### src/rtl/dino_pkg.sv
// Shared constants and types for the dino game: screen geometry, the obstacle
// state encoding and the spawn LFSR definition.
package dino_pkg;
  localparam int SCREEN_W = 640;
  localparam int SPRITE_W = 16;
  localparam int DINO_X   = 48;
  localparam int GAP_W    = 8;

  typedef enum logic [1:0] {IDLE, WAIT, MOVE, FROZEN} obs_state_t;

  localparam logic [7:0] LFSR_SEED = 8'hA5;
  // Taps 8,6,5,4 of the polynomial map to bit indices 7,5,4,3
  localparam logic [7:0] LFSR_TAPS = 8'b1011_1000;

  function automatic logic [7:0] lfsr8_next(input logic [7:0] s);
    return {s[6:0], ^(s & LFSR_TAPS)};
  endfunction
endpackage

### src/rtl/obs_ctrl_if.sv
// Frame/control inputs and obstacle outputs of obs_ctrl, bundled for the
// game top; xpos width follows the renderer's coordinate shift.
interface obs_ctrl_if #(parameter int CONV = 0);
  logic            i_frame_tick;
  logic            i_start;
  logic            i_crash;
  logic [9:CONV]   o_xpos;
  logic            o_active;
  logic            o_pass;
  logic [3:0]      o_speed;

  modport master (
    output i_frame_tick, i_start, i_crash,
    input  o_xpos, o_active, o_pass, o_speed
  );

  modport slave (
    input  i_frame_tick, i_start, i_crash,
    output o_xpos, o_active, o_pass, o_speed
  );
endinterface

### src/rtl/lfsr8.sv
// Free-running 8-bit Fibonacci LFSR; reloads its nonzero seed on reset so it
// never locks up at zero.
module lfsr8
  import dino_pkg::*;
(
  input  logic       clk,
  input  logic       rst,
  output logic [7:0] state
);
  always_ff @(posedge clk) begin
    if (rst) state <= LFSR_SEED;
    else     state <= lfsr8_next(state);
  end
endmodule

### src/rtl/obs_ctrl.sv
// Obstacle motion controller: spawn off-screen right, scroll left per frame,
// despawn with a random gap, pass pulses with a speed ramp, freeze on crash.
module obs_ctrl #(
  parameter int CONV       = 0,
  parameter int SCREEN_W   = dino_pkg::SCREEN_W,
  parameter int SPRITE_W   = dino_pkg::SPRITE_W,
  parameter int DINO_X     = dino_pkg::DINO_X,
  parameter int MIN_GAP    = 30,
  parameter int SPEED_INIT = 2,
  parameter int SPEED_MAX  = 8
) (
  input  logic     clk,
  input  logic     rst,
  obs_ctrl_if.slave bus
);
  import dino_pkg::*;

  localparam int         W        = 10 - CONV;
  localparam logic [W-1:0] SPAWN_X = W'((SCREEN_W + SPRITE_W) >> CONV);
  localparam logic [W-1:0] PASS_X  = W'(DINO_X >> CONV);
  localparam logic [3:0] SPD_INIT = 4'(SPEED_INIT);
  localparam logic [3:0] SPD_MAX  = 4'(SPEED_MAX);

  obs_state_t       state, state_nxt;
  logic [W-1:0]     xpos, xpos_nxt, step_x;
  logic             active, active_nxt;
  logic             pass, pass_nxt;
  logic [3:0]       speed, speed_nxt;
  logic [GAP_W-1:0] gap, gap_nxt, fresh_gap;
  logic [2:0]       pcnt, pcnt_nxt;
  logic [7:0]       lfsr;
  logic             lfsr_unused;

  lfsr8 u_lfsr (.clk(clk), .rst(rst), .state(lfsr));

  assign lfsr_unused = ^lfsr[7:6];
  assign fresh_gap   = GAP_W'(MIN_GAP) + GAP_W'(lfsr[5:0]);
  // Clamp to zero instead of wrapping when the step would overshoot the edge
  assign step_x      = (xpos <= W'(speed)) ? '0 : xpos - W'(speed);

  always_ff @(posedge clk) begin
    if (rst) begin
      state  <= IDLE;
      xpos   <= '0;
      active <= 1'b0;
      pass   <= 1'b0;
      speed  <= SPD_INIT;
      gap    <= '0;
      pcnt   <= '0;
    end else begin
      state  <= state_nxt;
      xpos   <= xpos_nxt;
      active <= active_nxt;
      pass   <= pass_nxt;
      speed  <= speed_nxt;
      gap    <= gap_nxt;
      pcnt   <= pcnt_nxt;
    end
  end

  always_comb begin
    state_nxt  = state;
    xpos_nxt   = xpos;
    active_nxt = active;
    pass_nxt   = 1'b0;
    speed_nxt  = speed;
    gap_nxt    = gap;
    pcnt_nxt   = pcnt;
    unique case (state)
      IDLE: begin
        if (bus.i_start) begin
          state_nxt = WAIT;
          gap_nxt   = fresh_gap;
          speed_nxt = SPD_INIT;
          pcnt_nxt  = '0;
        end
      end
      WAIT: begin
        if (bus.i_crash) begin
          state_nxt = FROZEN;
        end else if (bus.i_frame_tick) begin
          if (gap == '0) begin
            state_nxt  = MOVE;
            xpos_nxt   = SPAWN_X;
            active_nxt = 1'b1;
          end else begin
            gap_nxt = gap - GAP_W'(1);
          end
        end
      end
      MOVE: begin
        if (bus.i_crash) begin
          state_nxt = FROZEN;
        end else if (bus.i_frame_tick) begin
          xpos_nxt = step_x;
          if (step_x == '0) begin
            state_nxt  = WAIT;
            active_nxt = 1'b0;
            gap_nxt    = fresh_gap;
          end
          // Crossing test uses the clamped position so a despawn can still pulse
          if (xpos >= PASS_X && step_x < PASS_X) begin
            pass_nxt = 1'b1;
            pcnt_nxt = pcnt + 3'd1;
            if (pcnt == 3'd7)
              speed_nxt = (speed >= SPD_MAX) ? SPD_MAX : speed + 4'd1;
          end
        end
      end
      FROZEN: begin
        if (bus.i_start) begin
          state_nxt  = WAIT;
          xpos_nxt   = '0;
          active_nxt = 1'b0;
          gap_nxt    = fresh_gap;
          speed_nxt  = SPD_INIT;
          pcnt_nxt   = '0;
        end
      end
      default: state_nxt = IDLE;
    endcase
  end

  assign bus.o_xpos   = xpos;
  assign bus.o_active = active;
  assign bus.o_pass   = pass;
  assign bus.o_speed  = speed;
endmodule
### src/flat_wrapper.sv
// flat-port wrapper written by rule: the top's interface ports become plain ports
module obs_ctrl_flat import dino_pkg::*;
#(
  parameter int CONV       = 0,
  parameter int SCREEN_W   = dino_pkg::SCREEN_W,
  parameter int SPRITE_W   = dino_pkg::SPRITE_W,
  parameter int DINO_X     = dino_pkg::DINO_X,
  parameter int MIN_GAP    = 30,
  parameter int SPEED_INIT = 2,
  parameter int SPEED_MAX  = 8
)
  (clk, rst, bus_i_frame_tick, bus_i_start, bus_i_crash, bus_o_xpos, bus_o_active, bus_o_pass, bus_o_speed);
  obs_ctrl_if #(.CONV(CONV)) bus_i ();
  input  logic clk;
  input  logic rst;
  input wire logic [$bits(bus_i.i_frame_tick)-1:0] bus_i_frame_tick;
  input wire logic [$bits(bus_i.i_start)-1:0] bus_i_start;
  input wire logic [$bits(bus_i.i_crash)-1:0] bus_i_crash;
  output wire logic [$bits(bus_i.o_xpos)-1:0] bus_o_xpos;
  output wire logic [$bits(bus_i.o_active)-1:0] bus_o_active;
  output wire logic [$bits(bus_i.o_pass)-1:0] bus_o_pass;
  output wire logic [$bits(bus_i.o_speed)-1:0] bus_o_speed;
  assign bus_i.i_frame_tick = bus_i_frame_tick;
  assign bus_i.i_start = bus_i_start;
  assign bus_i.i_crash = bus_i_crash;
  assign bus_o_xpos = bus_i.o_xpos;
  assign bus_o_active = bus_i.o_active;
  assign bus_o_pass = bus_i.o_pass;
  assign bus_o_speed = bus_i.o_speed;
  obs_ctrl #(.CONV(CONV), .SCREEN_W(SCREEN_W), .SPRITE_W(SPRITE_W), .DINO_X(DINO_X), .MIN_GAP(MIN_GAP), .SPEED_INIT(SPEED_INIT), .SPEED_MAX(SPEED_MAX)) u_core (.clk(clk), .rst(rst), .bus(bus_i));
endmodule
### config.mk
export PLATFORM = sky130hd
export DESIGN_NAME = obs_ctrl_flat
export DESIGN_NICKNAME = d
export VERILOG_FILES = /design/src/rtl/dino_pkg.sv /design/src/rtl/obs_ctrl_if.sv /design/src/rtl/lfsr8.sv /design/src/rtl/obs_ctrl.sv /design/src/flat_wrapper.sv
export SDC_FILE = /design/constraint.sdc
export NUM_CORES = 1
export LEC_CHECK = 0
export ABC_AREA = 1
export BUFFER_PORTS_ARGS = -buffer_cell sky130_fd_sc_hd__buf_4
export CORE_ASPECT_RATIO = 0.7
export CORE_MARGIN = 5
export CORE_UTILIZATION = 37
export CTS_BUF_LIST = sky130_fd_sc_hd__clkbuf_4 sky130_fd_sc_hd__clkbuf_8 sky130_fd_sc_hd__clkbuf_16
export CTS_CLUSTER_DIAMETER = 200
export DETAILED_ROUTE_END_ITERATION = 7
export PLACE_DENSITY_LB_ADDON = 0.3
export SYNTH_ARGS = -nofsm -noshare
export SYNTH_HDL_FRONTEND = slang
export SYNTH_HIERARCHICAL = 1
export SYNTH_SLANG_ARGS = --single-unit
### constraint.sdc
create_clock -name clk -period 4.2 [get_ports clk]
set_clock_uncertainty 0.05 [all_clocks]
set_input_delay 0.42 -clock clk [delete_from_list [all_inputs] [get_ports clk]]
set_output_delay 0.42 -clock clk [all_outputs]
set_load 0.05 [all_outputs]
==> results_dict.tcl, run 1 <==
set metrics [dict create \
    design.core.area_mm2 0.00628 \
    post-route-period-util_pct 65.3 \
    path_clk_slew_ns 0.08 \
    post-route-min-period_ns 2.74 \
    mappedNetlistArea_mm2 0.00241 \
    gp_congestion 0.881 \
    required_ns 4.32 \
    seq_power_share_pct 24.7 \
    cap_violations 0 \
    final_cell_mix "nand2_1, inv_1, nor2_1, dfxtp_1, nand3_1" \
    fill_cells 640 \
    synth_top_family_by_area "simple AND/OR/NAND/NOR gates" \
    critPathCaptureType "flip-flop" \
    yosys-mux-area-fraction_pct 0 \
    port_buffers 20 \
    grt_pass1_wl_um 9750 \
    tns_ns 0 \
    post-synth-top-area-cell "dfxtp_1" \
    intPower_w 0.000981 \
    routed_wl_um 5560 \
    wire_per_inst_um 12.0 \
    ys_seq_elements 37 \
    cts_buffers 5 \
    r2r_slack_ns 1.46 \
    yosys_warnings 6 \
    die_h_um 77.6 \
    avgSynthCellArea_um2 6.63 \
    drt_pass1_iterations 5 \
    cts_hold_buf 0 \
    nNetsFinal 404 \
    dp_hpwl_um 4300 \
    yosysSeqAreaShare_pct 30.7 \
    final_cells 461 \
    tritoncts "built" \
    critPathArrivalTime_ns 2.86 \
    antenna_found_initial 0 \
    vias_per_cell 5.10 \
    cts_setup_buffers 0 \
    synth_fp_nets 386 \
    worst_slew_pin_slew_ns 0.420 \
    die_x_um 107 \
    drc 0 \
    cts_root_buf "clkbuf_8" \
    ys_types 33 \
    max-slew-margin-rel_pct 72.0 \
    rr_worst_depth 17 \
    cp_max_fo 14 \
    fmax_ghz 0.365 \
    hold_depth 1 \
    fp-row-count 24 \
    power_density_mw_per_mm2 774 \
    grtUsageTotal_pct 14.0 \
    vias 2352 \
    yosys.area_share.simple_pct 35.0 \
    finalHoldViolations 0 \
    p_sw_w 0.00111 \
    grt_max_degree 26 \
    die-area_mm2 0.00826 \
    n_antenna_cell 0 \
    htree_levels 2 \
    layout_commonest_cell "nand2_1" \
    post_cts_resized 0 \
    p_clk_share_pct 11.9 \
    drv_slew 0 \
    cp-start-kind "flip-flop" \
    initial_core_util_pct 38.5 \
    grt-ovfl-total 0 \
    clk-insertion-delay-late_ns 0.29 \
    dr.first_iter.drc_count 148 \
    rsz0062_at_grt "false" \
    crit_type "reg2reg" \
    hp-class "reg2reg" \
    swShare_pct 53.1 \
    io_pins 21 \
    p_leak_nw 1.28 \
    comb_power_share_pct 63.4 \
    synth_top_area_share_pct 30.7 \
    yosys.area_share.xor_xnor_pct 1.09 \
    synth_cells 364 \
    placedCellCount 453 \
    synth_compound_area_share_pct 14.3 \
    areaGrowthSynthToFinish_pct 11.8 \
    setup_viol 0 \
    status "finished clean" \
    yosys.area_share.adder_pct 9.12 \
    antenna_left 0 \
    clock_path_buffers 2 \
    vdd_drop_max_v 0.000321 \
    drive_gt1_share_pct 11.5 \
    final_core_util_pct 43.0 \
    cts.sinks 37 \
    grt_pass1_vias 2156 \
    ys_top_cells_by_area "dfxtp_1, nand2_1, ha_1" \
]
==> stage by stage <==
stage | power [W] | setup WS [ns] | area, um2 | hold WS [ns]
2_1_floorplan | 0.00160 | 1.38 | 2410 | 0.333
3_3_place_gp | 0.00182 | 1.61 | 2610 | 0.335
3_5_place_dp | 0.00184 | 1.50 | 2610 | 0.340
4_1_cts | 0.00209 | 1.48 | 2700 | 0.359
5_1_grt | 0.00231 | 1.16 | 2700 | 0.395
6_report | 0.00209 | 1.46 | 2700 | 0.357
==> cells in the mapped netlist <==
cell type,n
nand2_1,86
inv_1,48
nor2_1,44
dfxtp_1,37
nand3_1,29
o21ai_0,22
a21oi_1,19
ha_1,16
clkbuf_1,7
nor3_1,7
nand2_2,6
a31oi_1,5
nand4_1,4
a32oi_1,3
nor4_1,3
o211ai_1,3
or2_1,3
a211oi_2,2
buf_6,2
inv_2,2
nand2_4,2
o21ai_1,2
xor2_1,2
a211oi_1,1
a22oi_1,1
a41oi_1,1
fa_1,1
nand3b_1,1
nor2_2,1
nor2_4,1
nor2_8,1
nor3_2,1
xnor2_1,1
==> cell type report <==
type / instances / area (um2) / share of cell area [%]
clock buffers: 6 / 76.3 / 2.83
well taps: 78 / 97.6 / 3.62
multi-input cells: 268 / 1440 / 53.2
clock inverters: 2 / 10.0 / 0.371
inverters: 50 / 188 / 6.95
flip-flops and latches: 37 / 741 / 27.4
repair buffers: 20 / 150 / 5.56
==> power by group through the flow <==
stage | sequential (W) | combinational, W | clock, W
after global placement | 0.000525 | 0.00129 | 0
after detailed placement | 0.000524 | 0.00131 | 0
after CTS | 0.000517 | 0.00132 | 0.000257
final | 0.000517 | 0.00132 | 0.000248
after global routing | 0.000532 | 0.00151 | 0.000271
after floorplan | 0.000608 | 0.000996 | 0
==> registers in the layout (all words and copies together) (netlist names) <==
signal               cells
u_core/state             2
u_core/bus.o_speed       4
u_core/bus.o_xpos       10
u_core/bus.o_active      1
u_core/pcnt              3
u_core/u_lfsr/state      8
u_core/bus.o_pass        1
u_core/gap               8
==> worst paths after layout <==
kind / from / end
max reg2reg: u_core/bus.o_speed[0] / u_core/bus.o_speed[0]
min: u_core/u_lfsr/state[6] / u_core/u_lfsr/state[7]
max: u_core/bus.o_speed[0] / u_core/bus.o_speed[0]
min reg2reg: u_core/u_lfsr/state[6] / u_core/u_lfsr/state[7]
==> cell families (layout without fill, tap and decap cells) <==
kind of cell,Yosys count,in the layout
XOR/XNOR,3,3
flip-flops,37,37
adder cells (fa/ha/maj),17,17
buffers and inverters,59,78
AO/OA/AOI/OAI,59,59
AND/OR/NAND/NOR,189,189
==> worst max-delay path, stage by stage (launching register included) <==
cell and delay (ns):
dfxtp_1 0.43, ha_1 0.18, inv_1 0.07, fa_1 0.42
nand2_1 0.08, nand2_1 0.08, nand2_2 0.11, nand2_2 0.07
nand2_2 0.08, nand2_4 0.10, nand3_1 0.11, nand2_1 0.06
nor2_1 0.12, o211ai_1 0.12, nand2_1 0.14, nand2_1 0.14
o21ai_0 0.20, nor2_1 0.06
==> layer usage <==
layer / GRT usage [%] / up-vias / routed length [um]
li1: - / 1217 / -
met1: 20.8 / 1048 / 2900
met2: 20.4 / 80 / 2270
met3: 2.99 / 7 / 330
met4: 3.58 / 0 / 55
met5: 0 / - / 0
(Power assumes the default switching activity.)
==> run 2: changes to the inputs <==
Clock period 4.2 ns to 2.6 ns, I/O delays scaled along.
==> results_dict.tcl, run 2 (synthesis gave the netlist of run 1 again) <==
set metrics [dict create \
    final_cell_mix "nand2_1, inv_1, nor2_1, buf_4, dfxtp_1" \
    cts_hold_buf 0 \
    port_buffers 20 \
    fp-row-count 24 \
    grt_pass1_wl_um 9560 \
    worstHoldStart "bus_i_frame_tick" \
    post-route-min-period_ns 2.48 \
    die_h_um 77.6 \
    finalHoldViolations 0 \
    areaGrowthSynthToFinish_pct 23.1 \
    io_pins 21 \
    post-route-period-util_pct 95.3 \
    holdPathEnd "u_core/bus.o_pass" \
    globalRouteMet2Util_pct 19.5 \
    dr.first_iter.drc_count 243 \
    wire_per_inst_um 12.8 \
    critPathArrivalTime_ns 2.60 \
    grtUsageTotal_pct 13.8 \
    clock_path_buffers 2 \
    r2r-end "u_core/pcnt[0]" \
    p_leak_nw 1.38 \
    clk-insertion-delay-late_ns 0.29 \
    slowest_delay_ns 0.36 \
    grt-busiest-layer "met1" \
    vias 2439 \
    grt_pass1_vias 2040 \
    cp-start-kind "flip-flop" \
    vias_per_cell 5.13 \
    r2r_slack_ns 0.12 \
    final_cell_area_mm2 0.00297 \
    routed_wl_um 6100 \
    layout_commonest_cell "nand2_1" \
    grt_max_degree 26 \
    grt-ovfl-total 0 \
    die_x_um 107 \
    htree_levels 2 \
    die-area_mm2 0.00826 \
    regArea_um2 746 \
    status "finished clean" \
    nNetsFinal 418 \
    cts_buffers 5 \
    fill_cells 607 \
    crit_path_cell_trace "inv_2 > ha_4 > inv_2 > fa_2 > nand2_2 > nand2_2 > nand2_4 > nand3_2 > nand2_2 > nor2_2 > nor2_1 > nand2_2 > nor2_4 > o211ai_1 > nand2_2 > nand2_2 > o21ai_0 > nor2_1" \
    tritoncts "built" \
    design.core.area_mm2 0.00628 \
    use_met3_pct 3.32 \
    fmax_ghz 0.403 \
    largest_reg_flops 10 \
    antenna_left 0 \
    cpMostUsedCell "nand2_2" \
    power_density_mw_per_mm2 1400 \
    antenna_found_initial 0 \
    critPathSlowestCell "fa_2" \
    path_clk_slew_ns 0.07 \
    cap_violations 0 \
    hp-class "in2reg" \
    grtUsageMet1_pct 21.3 \
    dp_hpwl_um 4310 \
    drv_slew 0 \
    drc 0 \
    hold_depth 3 \
    rr_worst_depth 18 \
    drive_gt1_share_pct 21.9 \
    placed_area_mm2 0.00266 \
    n_antenna_cell 0 \
    vdd_drop_max_v 0.000506 \
    cp_max_fo 5 \
    drt_pass1_iterations 5 \
    gp_congestion 0.883 \
    multi_input_area_mm2 0.00157 \
    worst_slew_pin_slew_ns 0.496 \
    initial_core_util_pct 38.5 \
    setup_viol 0 \
    timing.rr.start "u_core/bus.o_xpos[0]" \
    cts_root_buf "clkbuf_8" \
    crit_type "reg2reg" \
    required_ns 2.72 \
    max-slew-margin-rel_pct 66.7 \
    critPathCaptureType "flip-flop" \
    cts.sinks 37 \
    tns_ns 0 \
]
[run 2: cell type report]
class                           count  area share, %
Inverter                           50           6.32
Clock buffer                        7           3.03
Multi-Input combinational cell    269           52.9
Tap cell                           78           3.28
Timing Repair Buffer               33           8.34
Clock inverter                      1           1.01
Sequential cell                    37           25.1
[run 2: worst max-delay path, delay by kind of cell (launching register included)]
family,cells,cell delay [ns]
AO/OA/AOI/OAI,2,0.30
flip-flops,1,0.33
AND/OR/NAND/NOR,12,1.10
buffers and inverters,2,0.10
adder cells (fa/ha/maj),2,0.48
[run 2: stage by stage]
step           power, W  utilization [%]  worst slack, ns  std cells  hold WS (ns)
2_1_floorplan   0.00259                -          0.00218        364         0.281
3_3_place_gp    0.00297             42.3            0.129        458         0.335
3_5_place_dp    0.00300             42.3          0.00744        458         0.355
4_1_cts         0.00354             44.3           0.0164        466         0.219
5_1_grt         0.00447             47.3          -0.0336        475         0.253
6_report        0.00415             47.3            0.121        475         0.232
[run 2: worst max path at each step]
stage / endpoint / startpoint / depth (start not counted)
after floorplan: u_core/gap[3] / u_core/bus.o_speed[0] / 19
after global placement: u_core/bus.o_speed[0] / u_core/bus.o_xpos[0] / 18
after detailed placement: u_core/bus.o_speed[0] / u_core/bus.o_xpos[0] / 18
after CTS: u_core/pcnt[1] / u_core/bus.o_xpos[0] / 20
after global routing: u_core/state[1] / u_core/bus.o_speed[2] / 16
final: u_core/pcnt[0] / u_core/bus.o_xpos[0] / 18
[run 2: power breakdown]
part           total [W]  switching (W)  leakage, nW  internal [W]
Clock           0.000529       0.000206       0.0619      0.000323
Combinational    0.00279        0.00178         1.01       0.00101
Sequential      0.000839       0.000135        0.306      0.000704
[run 2: what timing repair did]
item / 4_1_cts / 5_1_grt
gates cloned: 0 / 1
gates resized for setup: 1 / 34
endpoints found under the setup margin: 1 / 18
setup buffers: 0 / 8
pin swaps: 0 / 14
[run 2: routing by layer]
| metal | routed length (um) | vias to the layer above |
|---|---|---|
| met3 | 429 | 6 |
| li1 | - | 1247 |
| met5 | 0 | - |
| met2 | 2570 | 97 |
| met1 | 3060 | 1089 |
| met4 | 33 | 0 |
==> run 3: changes to the inputs <==
Settings changed: CORE_ASPECT_RATIO 0.7 to default.
==> results_dict.tcl, run 3 (synthesis gave the netlist of run 1 again) <==
set metrics [dict create \
    status "finished clean" \
    cap_violations 0 \
    dr.first_iter.drc_count 121 \
    tritoncts "built" \
    cts_root_buf "clkbuf_8" \
    drive_gt1_share_pct 21.3 \
    finalHoldViolations 0 \
    max-slew-margin-rel_pct 63.7 \
    final_core_util_pct 45.7 \
    drc 0 \
    die-area_mm2 0.00824 \
    worst_slew_pin_slew_ns 0.541 \
    setup_viol 0 \
    cp_max_fo 5 \
    power_density_mw_per_mm2 1340 \
    final_cell_mix "nand2_1, inv_1, nor2_1, dfxtp_1" \
    crit_path_cell_trace "inv_2 > ha_4 > inv_4 > fa_2 > nand2_2 > nand2_2 > nand2_4 > nand3_2 > nand2_2 > nor2_4 > nor2_2 > nand2_1 > nor2_2 > o211ai_1 > nand2_2 > nand2_4 > inv_4 > nand2_1 > nand2_1 > nor2_1" \
    hp-class "in2reg" \
    path_clk_slew_ns 0.07 \
    grt-ovfl-total 0 \
    wire_per_inst_um 12.5 \
    fmax_ghz 0.400 \
    antenna_found_initial 0 \
    vdd_drop_max_v 0.00104 \
    power.total_w 0.00388 \
    n_antenna_cell 0 \
    gp_congestion 0.870 \
    clk-insertion-delay-late_ns 0.28 \
    die_x_um 90.8 \
    required_ns 2.74 \
    critPathBufInv 3 \
    vias_per_cell 5.08 \
    fp-row-count 29 \
    cts_buffers 5 \
    post-route-min-period_ns 2.50 \
    antenna_left 0 \
    critical_path.top_delay_family "simple AND/OR/NAND/NOR gates" \
    dp_hpwl_um 4160 \
    cp-start-kind "flip-flop" \
    cts.sinks 37 \
    p_leak_nw 1.34 \
    htree_levels 2 \
    cpMostUsedCell "nand2_2" \
    clock_path_buffers 2 \
    io_pins 21 \
    drt_pass1_iterations 4 \
    cts_hold_buf 0 \
    final_cell_area_mm2 0.00290 \
    drv_slew 0 \
    routed_wl_um 5830 \
    slowest_delay_ns 0.36 \
    nNetsFinal 411 \
    vias 2371 \
    largest_reg_flops 10 \
    critPathCaptureType "flip-flop" \
    die_h_um 90.8 \
    port_buffers 20 \
    initial_core_util_pct 38.0 \
    post-route-period-util_pct 96.1 \
    layout_commonest_cell "nand2_1" \
    grt_max_degree 26 \
    tns_ns 0 \
    placed_area_mm2 0.00265 \
    areaGrowthSynthToFinish_pct 20.3 \
    rsz0062_at_grt "true" \
    grt_pass1_vias 2191 \
    critPathArrivalTime_ns 2.63 \
    grt_pass1_wl_um 9760 \
    crit_type "reg2reg" \
    critPathSlowestCell "fa_2" \
    grtUsageTotal_pct 13.8 \
    design.core.area_mm2 0.00635 \
]
==> run 3: routing by layer <==
| layer | vias to the layer above | wire length (um) | global-route usage, % |
|---|---|---|---|
| li1 | 1228 | - | - |
| met1 | 1084 | 2810 | 18.5 |
| met2 | 52 | 2670 | 21.5 |
| met3 | 7 | 277 | 3.50 |
| met4 | 0 | 74 | 4.47 |
| met5 | - | 0 | 0 |
==> run 3: report_power, final <==
group	switching, W	leakage, nW	internal, W
registers	0.000134	0.306	0.000704
clock network	0.000204	0.0574	0.000312
logic	0.00165	0.978	0.000873
total	0.00199	1.34	0.00189
==> run 3: final cells by class <==
| class | instances | area [um2] |
|---|---|---|
| clock buffer | 6 | 82.6 |
| inverter | 50 | 193 |
| fill | 663 | 3450 |
| clock inverter | 2 | 37.5 |
| timing repair buffer | 26 | 195 |
| multi-input combinational | 269 | 1550 |
| tap | 77 | 96.3 |
| sequential | 37 | 746 |
==> run 3: final timing paths <==
path	startpoint	endpoint	slack, ns	depth (start not counted)
worst max-delay path	u_core/bus.o_xpos[0]	u_core/pcnt[1]	0.10	20
worst max register to register	u_core/bus.o_xpos[0]	u_core/pcnt[1]	0.10	20
worst min-delay path	bus_i_frame_tick	u_core/bus.o_pass	0.24	3
worst min register to register	u_core/u_lfsr/state[6]	u_core/u_lfsr/state[7]	0.37	1
==> run 3: what timing repair did <==
item | 4_1_cts | 5_1_grt
resized for setup | 0 | 38
buffers inserted | 0 | 2
endpoints found under the setup margin | 0 | 18
==> run 3: per-stage QoR <==
step	hold slack, ns	std cells	setup WS (ns)
after floorplan	0.281	364	0.00218
after global placement	0.338	456	0.102
after detailed placement	0.349	456	0.0511
after CTS	0.230	464	0.0377
after global routing	0.245	467	-0.125
final	0.243	467	0.103
==> run 3: tightest hold or removal path, cell delays in order <==
cell	delay [ns]
buf_4	0.13
nand2_1	0.08
nor4_1	0.06
